File: config.mk
export PLATFORM = sky130hd
export DESIGN_NAME = seven_seg_capture_flat
export DESIGN_NICKNAME = d
export VERILOG_FILES = /design/src/rtl/seven_seg_capture_if.sv /design/src/rtl/seven_seg_capture.sv /design/src/flat_wrapper.sv
export SDC_FILE = /design/constraint.sdc
export NUM_CORES = 1
export LEC_CHECK = 0
export CORE_UTILIZATION = 45
export CTS_BUF_LIST = sky130_fd_sc_hd__clkbuf_16
export CTS_CLUSTER_SIZE = 12
export DETAILED_ROUTE_END_ITERATION = 10
export PLACE_DENSITY = 0.67
export SKIP_LAST_GASP = 1
export SLEW_MARGIN = 10
export SYNTH_ARGS = -nofsm -noshare
export SYNTH_HDL_FRONTEND = slang
export SYNTH_SLANG_ARGS = --single-unit
File: constraint.sdc
create_clock -name clk -period 2.55 [get_ports clk]
set_input_delay 0.3825 -clock clk [delete_from_list [all_inputs] [get_ports clk]]
set_output_delay 0.3825 -clock clk [all_outputs]
set_load 0.005 [all_outputs]
File: src/rtl/seven_seg_capture_if.sv
// rtl/seven_seg_capture_if.sv - multiplexed seven-segment capture bus
interface seven_seg_capture_if #(
  parameter int DIGITS = 4
);
  logic [6:0]          seg_in;
  logic [DIGITS-1:0]   enable_in;
  logic [4*DIGITS-1:0] value;
  logic                frame_valid;
  logic                seg_err;
  logic [DIGITS-1:0]   blank_mask;
  logic                stale;

  modport master (
    output seg_in, enable_in,
    input  value, frame_valid, seg_err, blank_mask, stale
  );

  modport slave (
    input  seg_in, enable_in,
    output value, frame_valid, seg_err, blank_mask, stale
  );
endinterface

File: src/rtl/seven_seg_capture.sv
// rtl/seven_seg_capture.sv - decodes a multiplexed 7-segment bus back into a hex word
module seven_seg_capture #(
  parameter int DIGITS         = 4,
  parameter int SETTLE_CYCLES  = 4,
  parameter int TIMEOUT_CYCLES = 1000
) (
  input  logic               clk,
  input  logic               rst,
  seven_seg_capture_if.slave bus
);
  localparam int CW = $clog2(SETTLE_CYCLES + 1);
  localparam int TW = $clog2(TIMEOUT_CYCLES + 1);
  localparam int IW = (DIGITS > 1) ? $clog2(DIGITS) : 1;
  localparam logic [TW-1:0] TMAX = TW'(TIMEOUT_CYCLES);

  typedef enum logic [1:0] {IDLE, SETTLE, CAPTURE, HOLD} state_t;
  localparam state_t FIRST = (SETTLE_CYCLES == 1) ? CAPTURE : SETTLE;

  // {legal, blank, nibble}
  function automatic logic [5:0] decode(input logic [6:0] s);
    case (s)
      7'b0000001: decode = {2'b10, 4'h0};
      7'b1001111: decode = {2'b10, 4'h1};
      7'b0010010: decode = {2'b10, 4'h2};
      7'b0000110: decode = {2'b10, 4'h3};
      7'b1001100: decode = {2'b10, 4'h4};
      7'b0100100: decode = {2'b10, 4'h5};
      7'b0100000: decode = {2'b10, 4'h6};
      7'b0001111: decode = {2'b10, 4'h7};
      7'b0000000: decode = {2'b10, 4'h8};
      7'b0001100: decode = {2'b10, 4'h9};
      7'b0001000: decode = {2'b10, 4'hA};
      7'b1100000: decode = {2'b10, 4'hB};
      7'b0110001: decode = {2'b10, 4'hC};
      7'b1000010: decode = {2'b10, 4'hD};
      7'b0110000: decode = {2'b10, 4'hE};
      7'b0111000: decode = {2'b10, 4'hF};
      7'b1111111: decode = {2'b11, 4'h0};
      default:    decode = {2'b00, 4'h0};
    endcase
  endfunction

  state_t              state;
  logic [CW-1:0]       cnt;
  logic [TW-1:0]       tmo;
  logic [DIGITS-1:0]   en_q, en_p;
  logic [6:0]          seg_q, seg_p;
  logic [DIGITS-1:0]   seen;
  logic [4*DIGITS-1:0] shadow;
  logic [DIGITS-1:0]   blank_sh;
  logic [4*DIGITS-1:0] value_r;
  logic [DIGITS-1:0]   blank_r;
  logic                frame_valid_r, seg_err_r, stale_r;

  logic                changed, onehot;
  logic [IW-1:0]       cap_idx;
  logic [5:0]          dec;
  logic [DIGITS-1:0]   seen_m, blank_m;
  logic [4*DIGITS-1:0] shadow_m;
  logic [TW-1:0]       tmo_inc;
  state_t              rs_state;
  logic [CW-1:0]       rs_cnt;

  // The delayed sample (en_p, seg_p) is exactly what the FSM judged stable
  // on the edge that entered CAPTURE, so it doubles as the capture latch.
  always_comb begin
    changed = (en_q != en_p) || (seg_q != seg_p);
    onehot  = $onehot(~en_q);
    cap_idx = '0;
    for (int i = 0; i < DIGITS; i++) begin
      if (!en_p[i]) cap_idx = IW'(i);
    end
    dec      = decode(seg_p);
    seen_m   = seen | (DIGITS'(1) << cap_idx);
    shadow_m = shadow;
    shadow_m[4*int'(cap_idx) +: 4] = dec[3:0];
    blank_m  = blank_sh;
    blank_m[cap_idx] = dec[4];
    tmo_inc  = (tmo == TMAX) ? tmo : tmo + TW'(1);
    rs_state = onehot ? FIRST : IDLE;
    rs_cnt   = onehot ? CW'(1) : CW'(0);
  end

  always_ff @(posedge clk or posedge rst) begin
    if (rst) begin
      en_q  <= '1;
      en_p  <= '1;
      seg_q <= '1;
      seg_p <= '1;
    end else begin
      en_q  <= bus.enable_in;
      seg_q <= bus.seg_in;
      en_p  <= en_q;
      seg_p <= seg_q;
    end
  end

  always_ff @(posedge clk or posedge rst) begin
    if (rst) begin
      state         <= IDLE;
      cnt           <= '0;
      tmo           <= '0;
      seen          <= '0;
      shadow        <= '0;
      blank_sh      <= '0;
      value_r       <= '0;
      blank_r       <= '0;
      frame_valid_r <= 1'b0;
      seg_err_r     <= 1'b0;
      stale_r       <= 1'b1;
    end else begin
      frame_valid_r <= 1'b0;
      seg_err_r     <= 1'b0;
      tmo           <= tmo_inc;
      if (tmo_inc == TMAX) stale_r <= 1'b1;

      case (state)
        IDLE: begin
          state <= rs_state;
          cnt   <= rs_cnt;
        end
        SETTLE: begin
          if (!changed) begin
            cnt <= cnt + CW'(1);
            if (int'(cnt) + 1 == SETTLE_CYCLES) state <= CAPTURE;
          end else begin
            state <= rs_state;
            cnt   <= rs_cnt;
          end
        end
        CAPTURE: begin
          if (dec[5]) begin
            tmo      <= '0;
            stale_r  <= 1'b0;
            shadow   <= shadow_m;
            blank_sh <= blank_m;
            if (&seen_m) begin
              value_r       <= shadow_m;
              blank_r       <= blank_m;
              frame_valid_r <= 1'b1;
              seen          <= '0;
            end else begin
              seen <= seen_m;
            end
          end else begin
            seg_err_r <= 1'b1;
          end
          // A new pattern arriving during the capture cycle still counts.
          if (changed) begin
            state <= rs_state;
            cnt   <= rs_cnt;
          end else begin
            state <= HOLD;
          end
        end
        HOLD: begin
          if (changed) begin
            state <= rs_state;
            cnt   <= rs_cnt;
          end
        end
        default: begin
          state <= IDLE;
          cnt   <= '0;
        end
      endcase
    end
  end

  assign bus.value       = value_r;
  assign bus.frame_valid = frame_valid_r;
  assign bus.seg_err     = seg_err_r;
  assign bus.blank_mask  = blank_r;
  assign bus.stale       = stale_r;
endmodule

File: src/flat_wrapper.sv
// flat-port wrapper written by rule: the top's interface ports become plain ports
module seven_seg_capture_flat 
#(
  parameter int DIGITS         = 4,
  parameter int SETTLE_CYCLES  = 4,
  parameter int TIMEOUT_CYCLES = 1000
)
  (clk, rst, bus_seg_in, bus_enable_in, bus_value, bus_frame_valid, bus_seg_err, bus_blank_mask, bus_stale);
  seven_seg_capture_if #(.DIGITS(DIGITS)) bus_i ();
  input  logic clk;
  input  logic rst;
  input wire logic [$bits(bus_i.seg_in)-1:0] bus_seg_in;
  input wire logic [$bits(bus_i.enable_in)-1:0] bus_enable_in;
  output wire logic [$bits(bus_i.value)-1:0] bus_value;
  output wire logic [$bits(bus_i.frame_valid)-1:0] bus_frame_valid;
  output wire logic [$bits(bus_i.seg_err)-1:0] bus_seg_err;
  output wire logic [$bits(bus_i.blank_mask)-1:0] bus_blank_mask;
  output wire logic [$bits(bus_i.stale)-1:0] bus_stale;
  assign bus_i.seg_in = bus_seg_in;
  assign bus_i.enable_in = bus_enable_in;
  assign bus_value = bus_i.value;
  assign bus_frame_valid = bus_i.frame_valid;
  assign bus_seg_err = bus_i.seg_err;
  assign bus_blank_mask = bus_i.blank_mask;
  assign bus_stale = bus_i.stale;
  seven_seg_capture #(.DIGITS(DIGITS), .SETTLE_CYCLES(SETTLE_CYCLES), .TIMEOUT_CYCLES(TIMEOUT_CYCLES)) u_core (.clk(clk), .rst(rst), .bus(bus_i));
endmodule
==> results.py, run 1 <==
metrics = {
    "cts": {
        "cts_hold_buffers": 0,
        "cts_root_buf": "clkbuf_16",
        "cts_num_sinks": 84,
        "cts_buffers": 9,
        "cts_tree": "done",
        "htreeDepth": 3,
        "clk_pin_slew_ps": 60,
        "clockBufferDepth": 2,
        "clk-insertion-delay-late_ps": 330,
    },
    "sta": {
        "hold_viol": 0,
        "postLayoutSetupSlackWorst_ps": 99.63,
        "fmax_mhz": 408.1,
        "setup-violations-final": 0,
        "drv_slew": 0,
        "maxSlewHeadroom_pct": 62.63,
        "fin_skew_ps": 7.716,
        "fin_crit_ps": 2450,
        "final.period_utilization_pct": 96.09,
        "setup_tns_ps": 0,
        "tightest_slew_ps": 560.0,
    },
    "worst_hold_path": {
        "hp-class": "reg -> reg",
        "hold_depth": 0,
    },
    "global_route": {
        "overflow": 0,
        "grt_start_max_net_pins": 35,
        "grt_pass1_wl_um": 14880,
        "grt_usage_pct": 19.33,
        "grt_pass1_vias": 2998,
        "antenna_found_initial": 0,
    },
    "power": {
        "p_seq_share_pct": 45.4,
        "switchingPower_mw": 0.7258,
        "clkPwrFrac_pct": 46.1,
        "p_leak_nw": 2.277,
        "pwr_density_cell_nw_per_um2": 605.2,
        "pwr-share-comb_pct": 8.6,
        "intPower_mw": 2.458,
        "p_sw_share_pct": 22.80,
        "peakVddDrop_mv": 0.3528,
    },
    "finish": {
        "utilization_pct": 57.20,
        "final_area_sq_um": 5260,
        "final-seq-area_sq_um": 2131,
        "layout-drive-gt1-share_pct": 19.63,
        "mostFrequentLayoutCells": "dfrtp_1, clkdlybuf4s50_1, inv_1, o2bb2ai_1, nor2_1",
        "layout_commonest_cell": "dfrtp_1",
        "multiInputGateArea_sq_um": 2001,
        "stdcell_count": 549,
        "fillCellCount": 762,
        "nets": 465,
        "antenna_cells": 0,
        "area_delta_synth_final_pct": 23.43,
    },
    "flow_run": {
        "cap_violations": 0,
    },
    "synth": {
        "yosysSeqAreaShare_pct": 50.00,
        "synthDistinctLibCells": 57,
        "syn-num-nets": 411,
        "synth_flop_cell": "dfrtp_1",
        "ys_ff_latch": 84,
        "ys_warn_count": 0,
        "synth_area_per_cell_sq_um": 11.24,
        "syn_area_sq_um": 4262,
        "synth_edf_count": 0,
        "async_flop_share_pct": 100.0,
        "syn_inst": 379,
    },
    "setup_path": {
        "endpoint_kind": "flip-flop",
        "crit_required_ps": 2760,
        "critPathSlowestCell": "dfstp_2",
        "arrival_ps": 2660,
        "critPathKind": "reg -> reg",
        "startpoint_type": "flip-flop",
        "critPathMaxFanout": 24,
        "max_stage_delay_ps": 610,
        "path_cells": "or3b_4, nor4_4, nor4_2, a21oi_4, o211a_1, buf_12, mux2_2",
        "r2r_cells": 7,
    },
    "detailed_routing": {
        "route.detailed.drc": 0,
        "routed_wl_um": 8913,
        "final_antenna_net_count": 0,
        "routedWlPerCell_um": 16.23,
        "drtIter0Drc": 131,
        "vias": 3011,
        "drt_pass1_iterations": 4,
        "vias_per_cell": 5.485,
    },
    "die": {
        "die_y_um": 99.32,
        "die_x_um": 99.32,
        "die_area_sq_um": 9863,
        "io-pin-count": 36,
        "num_rows": 35,
        "coreArea_sq_um": 9196,
        "start_util_pct": 46.34,
    },
    "outcome": {
        "status": "finished, final reports clean",
    },
    "place": {
        "dp.cells": 533,
        "dp_slack_ps": 42.04,
        "gp_congestion": 0.8029,
        "port_buffers": 35,
        "place_hpwl_um": 5964,
        "place_area_sq_um": 4848,
    },
}
==> critical path: cells and delay by family, from the launching register on <==
kind / cells / cell delay (ps)
buffers and inverters: 1 / 180
DFF: 1 / 610
muxes: 1 / 350
and+or+nand+nor: 3 / 840
AOI/OAI and AO/OA: 2 / 330
==> what timing repair did <==
item,in CTS,in global routing
gates resized for setup,0,11
buffers inserted,0,0
endpoints found under the setup margin,0,31
==> metrics by stage <==
step	total power [mW]	hold slack (ps)
6_report	3.183	372.8
5_1_grt	3.322	377.4
4_1_cts	3.203	373.3
3_5_place_dp	1.726	364.0
3_3_place_gp	1.717	363.2
2_1_floorplan	1.634	359.8
==> cell type report <==
class / count / share of cell area [%]
tap: 111 / 2.640
sequential: 84 / 40.51
clock buffer: 9 / 4.282
multi-input combinational: 252 / 38.04
clock inverter: 7 / 2.165
inverter: 29 / 2.093
timing repair buffer: 57 / 10.28
==> synthesized netlist by cell type, types with 3 or more instances <==
cell	number	area (sq um)
a211oi_1	3	22.52
a21oi_1	13	65.06
a22o_1	4	35.03
a32o_1	4	40.04
buf_2	6	30.03
clkbuf_1	3	11.26
dfrtp_1	61	1526
dfstp_2	23	604.3
ha_1	18	225.2
inv_1	29	108.9
mux2_1	16	180.2
mux2_2	8	90.09
nand2_1	19	71.32
nand2b_1	7	43.79
nand3_1	11	55.05
nand4b_1	3	26.28
nor2_1	26	97.59
nor2b_1	4	25.02
nor3_1	11	55.05
nor4_1	7	43.79
o21ai_0	7	35.03
o2bb2ai_1	28	245.2
xnor2_1	7	61.31
xor2_1	17	148.9
==> sequential cells by signal, summed over array words and instances (netlist names) <==
register / flops
u_core.blank_sh: 4
u_core.seg_p: 7
u_core.bus.stale: 1
u_core.seen: 4
u_core.en_p: 4
u_core.cnt: 3
u_core.en_q: 4
u_core.bus.blank_mask: 4
u_core.bus.frame_valid: 1
u_core.seg_q: 7
u_core.state: 2
u_core.bus.seg_err: 1
u_core.tmo: 10
u_core.shadow: 16
u_core.bus.value: 16
==> final timing paths <==
path                            slack, ps                 startpoint                                   end
worst max-delay path                  100  u_core.seg_p[1]$_DFF_PP1_  u_core.bus.blank_mask[1]$_DFFE_PP0P_
worst min-delay path                  370  u_core.seg_q[4]$_DFF_PP1_             u_core.seg_p[4]$_DFF_PP1_
worst max register to register        100  u_core.seg_p[1]$_DFF_PP1_  u_core.bus.blank_mask[1]$_DFFE_PP0P_
worst min register to register        370  u_core.seg_q[4]$_DFF_PP1_             u_core.seg_p[4]$_DFF_PP1_
max in group asynchronous            1500                        rst              u_core.en_q[3]$_DFF_PP1_
min in group asynchronous             410                        rst               u_core.tmo[8]$_DFF_PP0_
==> metal layers <==
| metal | vias up | share of wire [%] | track usage, % |
|---|---|---|---|
| li1 | 1465 | - | - |
| met1 | 1491 | 47 | 27.27 |
| met2 | 48 | 49 | 30.66 |
| met5 | - | 0 | 0 |
| met4 | 0 | 1.0 | 6.787 |
| met3 | 7 | 2.6 | 2.741 |
==> power groups by stage <==
stage / registers [mW] / logic [mW] / clock network, mW
floorplan: 1.45 / 0.188 / 0
global placement: 1.46 / 0.254 / 0
detailed placement: 1.46 / 0.262 / 0
CTS: 1.44 / 0.266 / 1.49
global route: 1.45 / 0.306 / 1.56
finish: 1.44 / 0.272 / 1.47
==> kinds of logic after synthesis <==
kind of cell / synth area share, %
simple gates: 13.36
flops: 50.00
compound gates: 14.39
buf+inv: 4.756
mux: 6.812
xor+xnor: 4.932
fa+ha+maj: 5.755
No activity file was read; power rests on OpenSTA's default activity.
==> run 2: changes to the inputs <==
Settings changed: CORE_UTILIZATION 45 to 43, PLACE_DENSITY 0.67 to default.
==> run 2 against run 1 <==
  * Sequential share of layout area down 1.1 points
  * Critical path depth is the same
  * Total power down 1.7%
  * Clock skew is 1.8 ps higher
  * Final area grew 2.7%
  * Register-to-register slack worse by 50 ps
  * Cell count is 4.9% higher
==> results.py, run 2 (synthesis gave the netlist of run 1 again) <==
metrics = {
    "outcome": {
        "status": "finished, final reports clean",
    },
    "setup_path": {
        "startpoint_type": "flip-flop",
        "critPathKind": "reg -> reg",
        "ff2ff_setup_slack_ps": 50,
        "endpoint_kind": "flip-flop",
        "arrival_ps": 2730,
        "critPathMaxFanout": 7,
        "crit_required_ps": 2780,
    },
    "global_route": {
        "grt_start_max_net_pins": 32,
        "antenna_found_initial": 0,
        "grt_pass1_wl_um": 15200,
        "grt_usage_pct": 19.33,
        "overflow": 0,
        "grt_pass1_vias": 3094,
    },
    "cts": {
        "clk-insertion-delay-late_ps": 340,
        "cts_num_sinks": 84,
        "clockBufferDepth": 2,
        "cts_hold_buffers": 0,
        "htreeDepth": 3,
        "cts_buffers": 9,
        "cts_root_buf": "clkbuf_16",
        "clk_pin_slew_ps": 60,
        "cts_tree": "done",
    },
    "detailed_routing": {
        "routed_wl_um": 9163,
        "route.detailed.drc": 0,
        "drt_pass1_iterations": 4,
        "drtIter0Drc": 122,
        "final_antenna_net_count": 0,
        "vias_per_cell": 5.382,
        "routedWlPerCell_um": 15.91,
        "vias": 3100,
    },
    "sta": {
        "tightest_slew_ps": 554.7,
        "fmax_mhz": 399.9,
        "fin_crit_ps": 2501,
        "hold_viol": 0,
        "final.period_utilization_pct": 98.07,
        "fin_skew_ps": 9.518,
        "drv_slew": 0,
        "setup-violations-final": 0,
        "maxSlewHeadroom_pct": 62.82,
    },
    "power": {
        "p_leak_nw": 2.344,
        "switchingPower_mw": 0.7601,
        "clkPwrFrac_pct": 45.2,
        "intPower_mw": 2.370,
        "p_sw_share_pct": 24.28,
        "p_total_mw": 3.130,
        "pwr-share-comb_pct": 8.8,
        "p_seq_share_pct": 46.1,
        "pwr_density_cell_nw_per_um2": 579.7,
        "peakVddDrop_mv": 0.3504,
    },
    "die": {
        "die_area_sq_um": 10310,
        "num_rows": 35,
        "io-pin-count": 36,
        "start_util_pct": 45.26,
        "die_x_um": 101.6,
        "die_y_um": 101.6,
        "coreArea_sq_um": 9415,
    },
    "place": {
        "place_hpwl_um": 6233,
        "port_buffers": 35,
        "dp.cells": 553,
        "place_area_sq_um": 4886,
        "gp_congestion": 0.8143,
    },
    "finish": {
        "multiInputGateArea_sq_um": 2008,
        "layout-drive-gt1-share_pct": 21.70,
        "fillCellCount": 819,
        "layout_commonest_cell": "dfrtp_1",
        "final_area_sq_um": 5400,
        "antenna_cells": 0,
        "mostFrequentLayoutCells": "dfrtp_1, clkdlybuf4s50_1, o2bb2ai_1, inv_1, nor2_1",
        "stdcell_count": 576,
        "area_delta_synth_final_pct": 26.72,
        "nets": 474,
        "final-seq-area_sq_um": 2131,
    },
    "flow_run": {
        "cap_violations": 0,
    },
    "worst_hold_path": {
        "hp-class": "reg -> reg",
    },
}
## run 2: path summary, 6_finish.rpt
kind	start	endpoint	depth (start not counted)
max	u_core.seg_p[5]$_DFF_PP1_	u_core.bus.blank_mask[1]$_DFFE_PP0P_	7
min	u_core.seg_q[6]$_DFF_PP1_	u_core.seg_p[6]$_DFF_PP1_	0
max reg2reg	u_core.seg_p[5]$_DFF_PP1_	u_core.bus.blank_mask[1]$_DFFE_PP0P_	7
min reg2reg	u_core.seg_q[6]$_DFF_PP1_	u_core.seg_p[6]$_DFF_PP1_	0
max in group asynchronous	rst	u_core.seg_q[1]$_DFF_PP1_	3
min in group asynchronous	rst	u_core.tmo[7]$_DFF_PP0_	2
## run 2: critical path, stage by stage, from the launching register on
cell       delay, ps
dfstp_2          540
or3b_1           410
a2111oi_4        420
nor4_4           100
a21oi_4          180
o211a_4          250
buf_8            150
mux2_2           340
## run 2: repair_timing
item	4_1_cts	5_1_grt
buffers inserted	0	5
cloned	0	2
setup endpoints to repair	8	24
resized for setup	2	17
pin swaps	0	3
## run 2: final cells by class
type | count | share of cell area (%)
flip-flops and latches | 84 | 39.46
multi-input cells | 252 | 37.19
repair buffers | 66 | 12.33
clock buffers | 9 | 4.171
well taps | 129 | 2.989
inverters | 29 | 2.039
clock inverters | 7 | 1.830
## run 2: through the flow
step                util, %  TNS, ps  hold WS (ps)  setup slack [ps]
detailed placement    51.89   -63.65         365.6            -22.61
finish                57.36        0         373.6             49.25
floorplan                 -        0         359.8             23.13
global route          57.36   -106.7         380.9            -20.47
global placement      51.89        0         365.7             35.14
CTS                   55.53        0         374.8             2.948
## run 2: power by group through the flow
stage,clock (mW),sequential [mW],combinational [mW]
after floorplan,0,1.45,0.188
after global placement,0,1.46,0.256
after detailed placement,0,1.47,0.262
after CTS,1.45,1.44,0.266
after global routing,1.50,1.45,0.312
final,1.41,1.44,0.274
## run 2: layer usage
metal	global-route usage, %	up-vias	wire (um)
met4	7.692	0	109
met5	0	-	0
met1	27.28	1553	4403
li1	-	1484	-
met2	29.31	53	4255
met3	3.727	10	395
==> run 3: changes to the inputs <==
Settings changed: REMOVE_ABC_BUFFERS from default to 1.
==> run 3 against run 2 <==
  * Flip-flop and latch count is the same
  * Clock-buffer cell count unchanged
  * Fmax grew 2.1%
  * Global-route usage shrank 0.87 points
  * Sequential share of layout area up 1.0 points
  * Final area is 2.3% lower
  * Via count is 2.5% lower
  * Clock power is 6% lower
  * Setup slack improved by 51 ps
  * Sequential power barely moved
  * Largest cell class unchanged
==> results.py, run 3 (synthesis gave the netlist of run 1 again) <==
metrics = {
    "worst_hold_path": {
        "hold_depth": 0,
        "hold_path_end": "u_core.seg_p[6]$_DFF_PP1_",
        "hp-class": "reg -> reg",
        "holdCritStartpoint": "u_core.seg_q[6]$_DFF_PP1_",
    },
    "detailed_routing": {
        "route.met3.wl_um": 246,
        "vias": 3022,
        "drt_pass1_iterations": 4,
        "vias_per_cell": 5.292,
        "met2_length_um": 3997,
        "wl_met1_um": 4157,
        "route.detailed.drc": 0,
        "routed_wl_um": 8508,
        "final_antenna_net_count": 0,
        "routedWlPerCell_um": 14.90,
        "drtIter0Drc": 128,
        "top_layer_used": "met4",
    },
    "setup_path": {
        "critPathMaxFanout": 12,
        "critPathKind": "reg -> reg",
        "crit_required_ps": 2770,
        "r2r_cells": 7,
        "startpoint_type": "flip-flop",
        "arrival_ps": 2670,
        "endpoint_kind": "flip-flop",
        "timing.rr.end": "u_core.bus.value[4]$_DFFE_PP0P_",
        "reg2reg_from": "u_core.seg_p[2]$_DFF_PP1_",
        "ff2ff_setup_slack_ps": 100,
    },
    "global_route": {
        "antenna_found_initial": 0,
        "grt_usage_pct": 18.46,
        "grt_pass1_wl_um": 14580,
        "grt_start_max_net_pins": 50,
        "overflow": 0,
        "grt_pass1_vias": 3006,
    },
    "die": {
        "die_y_um": 101.6,
        "io-pin-count": 36,
        "die_x_um": 101.6,
        "die_area_sq_um": 10310,
        "coreArea_sq_um": 9415,
        "num_rows": 35,
        "start_util_pct": 45.26,
    },
    "cts": {
        "clockBufferDepth": 2,
        "cts_root_buf": "clkbuf_16",
        "cts_num_sinks": 84,
        "cts_hold_buffers": 0,
        "clk_pin_slew_ps": 70,
        "htreeDepth": 3,
        "clk-insertion-delay-late_ps": 340,
        "cts_tree": "done",
        "cts_buffers": 9,
    },
    "finish": {
        "layout-drive-gt1-share_pct": 20.59,
        "area_delta_synth_final_pct": 23.78,
        "utilization_pct": 56.03,
        "nets": 469,
        "layout_commonest_cell": "dfrtp_1",
        "antenna_cells": 0,
        "mostFrequentLayoutCells": "dfrtp_1, clkdlybuf4s50_1, inv_1, o2bb2ai_1, nor2_1",
    },
    "power": {
        "p_total_mw": 3.038,
        "p_leak_nw": 2.284,
        "intPower_mw": 2.277,
        "clkPwrFrac_pct": 43.7,
        "p_seq_share_pct": 47.6,
        "switchingPower_mw": 0.7611,
        "peakVddDrop_mv": 0.3415,
        "pwr_density_cell_nw_per_um2": 575.9,
        "p_sw_share_pct": 25.06,
        "pwr-share-comb_pct": 8.7,
    },
    "outcome": {
        "status": "finished, final reports clean",
    },
    "place": {
        "dp_slack_ps": -1.102,
        "gp_congestion": 0.8094,
        "place_hpwl_um": 6036,
        "port_buffers": 35,
    },
    "sta": {
        "fin_skew_ps": 9.167,
        "drv_slew": 0,
        "fin_crit_ps": 2450,
        "final.period_utilization_pct": 96.06,
        "postLayoutSetupSlackWorst_ps": 100.4,
        "maxSlewHeadroom_pct": 69.75,
        "setup-violations-final": 0,
        "tightest_slew_ps": 451.3,
        "rsz0062_at_grt": "false",
        "fmax_mhz": 408.2,
        "hold_viol": 0,
    },
    "flow_run": {
        "cap_violations": 0,
    },
}
==> run 3: power groups by stage <==
stage	logic (mW)	registers [mW]	clock network (mW)
after global routing	0.302	1.45	1.42
after floorplan	0.170	1.46	0
after CTS	0.260	1.44	1.36
after detailed placement	0.258	1.47	0
final	0.264	1.45	1.33
after global placement	0.252	1.47	0
==> run 3: critical path, stage by stage, from the launching register on <==
cell	delay, ps
dfstp_2	430
or4_4	540
a2111oi_4	330
a311oi_2	110
a21oi_4	210
o211a_1	210
buf_6	170
mux2_1	330
==> run 3: repair_timing <==
item / CTS / global route
setup endpoints to repair: 2 / 24
gates resized for setup: 1 / 12
buffers inserted: 0 / 1
pin swaps: 0 / 0
==> run 3: area by class of cell <==
type / instances / area [sq um]
sequential: 84 / 2135
clock buffer: 9 / 225.2
fill: 813 / 4140
clock inverter: 7 / 80.08
timing repair buffer: 61 / 565.5
inverter: 29 / 110.1
tap: 129 / 161.4
multi-input combinational: 252 / 1998
==> run 3: metrics by stage <==
step                      TNS (ps)  instance area [sq um]  instances  hold slack [ps]
final                            0                   5275        571            373.1
after CTS                        0                   5192        570            373.7
after global placement           0                   4881        554            363.4
after global routing             0                   5275        571            380.4
after floorplan             -12740                   4168        365            359.8
after detailed placement    -1.102                   4881        554            364.6
==> run 3: worst max-delay path by stage <==
stage / end / cells past startpoint / slack [ps] / startpoint
2_1_floorplan: u_core.bus.blank_mask[0]$_DFFE_PP0P_ / 6 / -600 / u_core.seg_p[5]$_DFF_PP1_
3_3_place_gp: u_core.shadow[4]$_DFFE_PP0P_ / 6 / 50 / u_core.seg_p[4]$_DFF_PP1_
3_5_place_dp: u_core.bus.value[4]$_DFFE_PP0P_ / 7 / -1 / u_core.seg_p[1]$_DFF_PP1_
4_1_cts: u_core.bus.value[10]$_DFFE_PP0P_ / 7 / 30 / u_core.seg_p[5]$_DFF_PP1_
5_1_grt: u_core.bus.value[1]$_DFFE_PP0P_ / 7 / 0.8 / u_core.seg_p[2]$_DFF_PP1_
6_report: u_core.bus.value[4]$_DFFE_PP0P_ / 7 / 100 / u_core.seg_p[2]$_DFF_PP1_
==> run 3: per-layer routing <==
metal	vias up	global-route usage [%]
met1	1507	25.37
met5	-	0
met2	40	28.48
met4	0	6.689
li1	1468	-
met3	7	4.348
==> patch (settings of run 2) <==
`DIGITS` is set to 4 in 3 places; all go to 16.
--- a/src/rtl/seven_seg_capture_if.sv
+++ b/src/rtl/seven_seg_capture_if.sv
@@ -1,6 +1,6 @@
 // rtl/seven_seg_capture_if.sv - multiplexed seven-segment capture bus
 interface seven_seg_capture_if #(
-  parameter int DIGITS = 4
+  parameter int DIGITS = 16
 );
   logic [6:0]          seg_in;
   logic [DIGITS-1:0]   enable_in;
--- a/src/rtl/seven_seg_capture.sv
+++ b/src/rtl/seven_seg_capture.sv
@@ -1,6 +1,6 @@
 // rtl/seven_seg_capture.sv - decodes a multiplexed 7-segment bus back into a hex word
 module seven_seg_capture #(
-  parameter int DIGITS         = 4,
+  parameter int DIGITS         = 16,
   parameter int SETTLE_CYCLES  = 4,
   parameter int TIMEOUT_CYCLES = 1000
 ) (
--- a/src/flat_wrapper.sv
+++ b/src/flat_wrapper.sv
@@ -1,7 +1,7 @@
 // flat-port wrapper written by rule: the top's interface ports become plain ports
 module seven_seg_capture_flat 
 #(
-  parameter int DIGITS         = 4,
+  parameter int DIGITS         = 16,
   parameter int SETTLE_CYCLES  = 4,
   parameter int TIMEOUT_CYCLES = 1000
 )
Interface: changed (resized bus_blank_mask, bus_enable_in and bus_value); port bits go from 36 to 108. The function was not compared with the original's and may differ.
==> patch against run 2 <==
  * The flow now finishes with violations (negative setup slack)
  * Wire length grew to 3.5 times the old value
  * Total power grew to 2.7 times the old value
  * Area after synthesis grew to 2.8 times the old value
  * Combinational power grew to 4.1 times the old value
  * Utilization is 10 points higher
  * Cell area grew to 3.4 times the old value
  * Setup slack worse by 1.5 ns
  * Critical path depth is 7 higher
  * Sequential cell count is 156 higher
  * Non-clock buffer count is 305 higher
  * Critical path type unchanged
==> patch: results (changes against run 2) <==
run status=complete, but fails checks; failing checks=negative setup slack; P_leak=8.24 nW (+250%); vias in the first global route=9817 (+220%); post-CTS setup buffer count=41 (+41); H-Tree Depth=1 (-2); final setup fails=175 (+175); clk sinks=240 (+190%); setup ws final=-1.50 ns (-1.55 ns); multiplexer share of the synthesized area=0.133 (+0.0646); Internal=6.39 mW (+170%); Non-clk bufs=371 (+460%); pre-CTS setup slack=-1.59 ns (-1.57 ns); routed vias/inst=5.26 (-2.2%); number of multi-input logic gates=728 (+190%); register area share after synthesis=0.511 (+0.0105); Mapped Avg Cell Area=11.0 um2 (-2.4%); CP delay by family, top=adder cells; sequential group power=3.93 mW (+170%); Slew headroom=0.164 (-0.464); dpl hpwl=20400 um (+230%); synth cell count leaders=dfrtp_1 (193), nand2_1 (124), mux2_2 (76); Placed Cells=1663 (+200%); layout cells sized above 1=0.507 (+0.290); Worst Path Max Fanout=3 (-4); Port Buffer Count=107 (+210%); worst endpoint data arrival time=4.47 ns (+1.74 ns); first-pass GRT wire length=52600 um (+250%); NonClk Buf Share=0.213 (+0.0897); DRT Pass-1 Iters=5 (+1); All-Layer GR Usage=0.234 (+0.0411); Area Growth Syn to Fin=53.5%; Worst Hold Class=input pin to asynchronous set/reset pin
patch: cell count changes after synthesis, sizes merged, moves of 18 or more:
cell and change:
mux2 +52, o2bb2ai -28, clkbuf +31, o21ai +90, nor3 +23, inv +26, nor2 +45, mux2i +70
a21oi +18, dfrtp +132, dfstp +24, nand2 +105
patch: logic make-up (layout without fill, tap and decap cells):
kind of cell	count (synthesis)	count (layout)
mux	148	148
xor+xnor	32	32
buf+inv	115	473
simple gates	332	333
compound gates	177	177
flops	240	240
fa+ha+maj	38	38
patch: layer usage:
layer,GRT usage,part of all wire,vias to the layer above
li1,-,-,4472
met1,0.305,0.44,4665
met2,0.412,0.51,182
met3,0.0249,0.031,56
met4,0.0692,0.027,0
met5,0,0,-
patch: how the worst max path moves through the flow:
| stage | start | endpoint | slack, ns |
|---|---|---|---|
| after floorplan | u_core.en_q[5] | u_core.state[0] | -1.42 |
| after global placement | u_core.en_q[10] | u_core.state[0] | -1.49 |
| after detailed placement | u_core.en_q[7] | u_core.state[0] | -1.59 |
| after CTS | u_core.en_q[4] | u_core.state[0] | -1.53 |
| after global routing | u_core.en_q[2] | u_core.cnt[0] | -1.66 |
| final | u_core.en_q[5] | u_core.cnt[0] | -1.50 |
patch: metrics by stage:
| step | setup TNS, ns | hold WS (ns) | util |
|---|---|---|---|
| 4_1_cts | -110.19 | 0.0964 | 0.661 |
| 3_3_place_gp | -110.86 | 0.362 | 0.568 |
| 3_5_place_dp | -113.33 | 0.363 | 0.568 |
| 2_1_floorplan | -268.37 | 0.360 | - |
| 5_1_grt | -130.90 | 0.110 | 0.675 |
| 6_report | -108.88 | 0.116 | 0.675 |
patch: worst register-to-register path, delay by kind of cell (launching register included):
kind	cells	cell delay (ns)
compound gates	1	0.13
fa+ha+maj	7	2.80
simple gates	3	0.32
flops	1	0.53
buf+inv	3	0.14
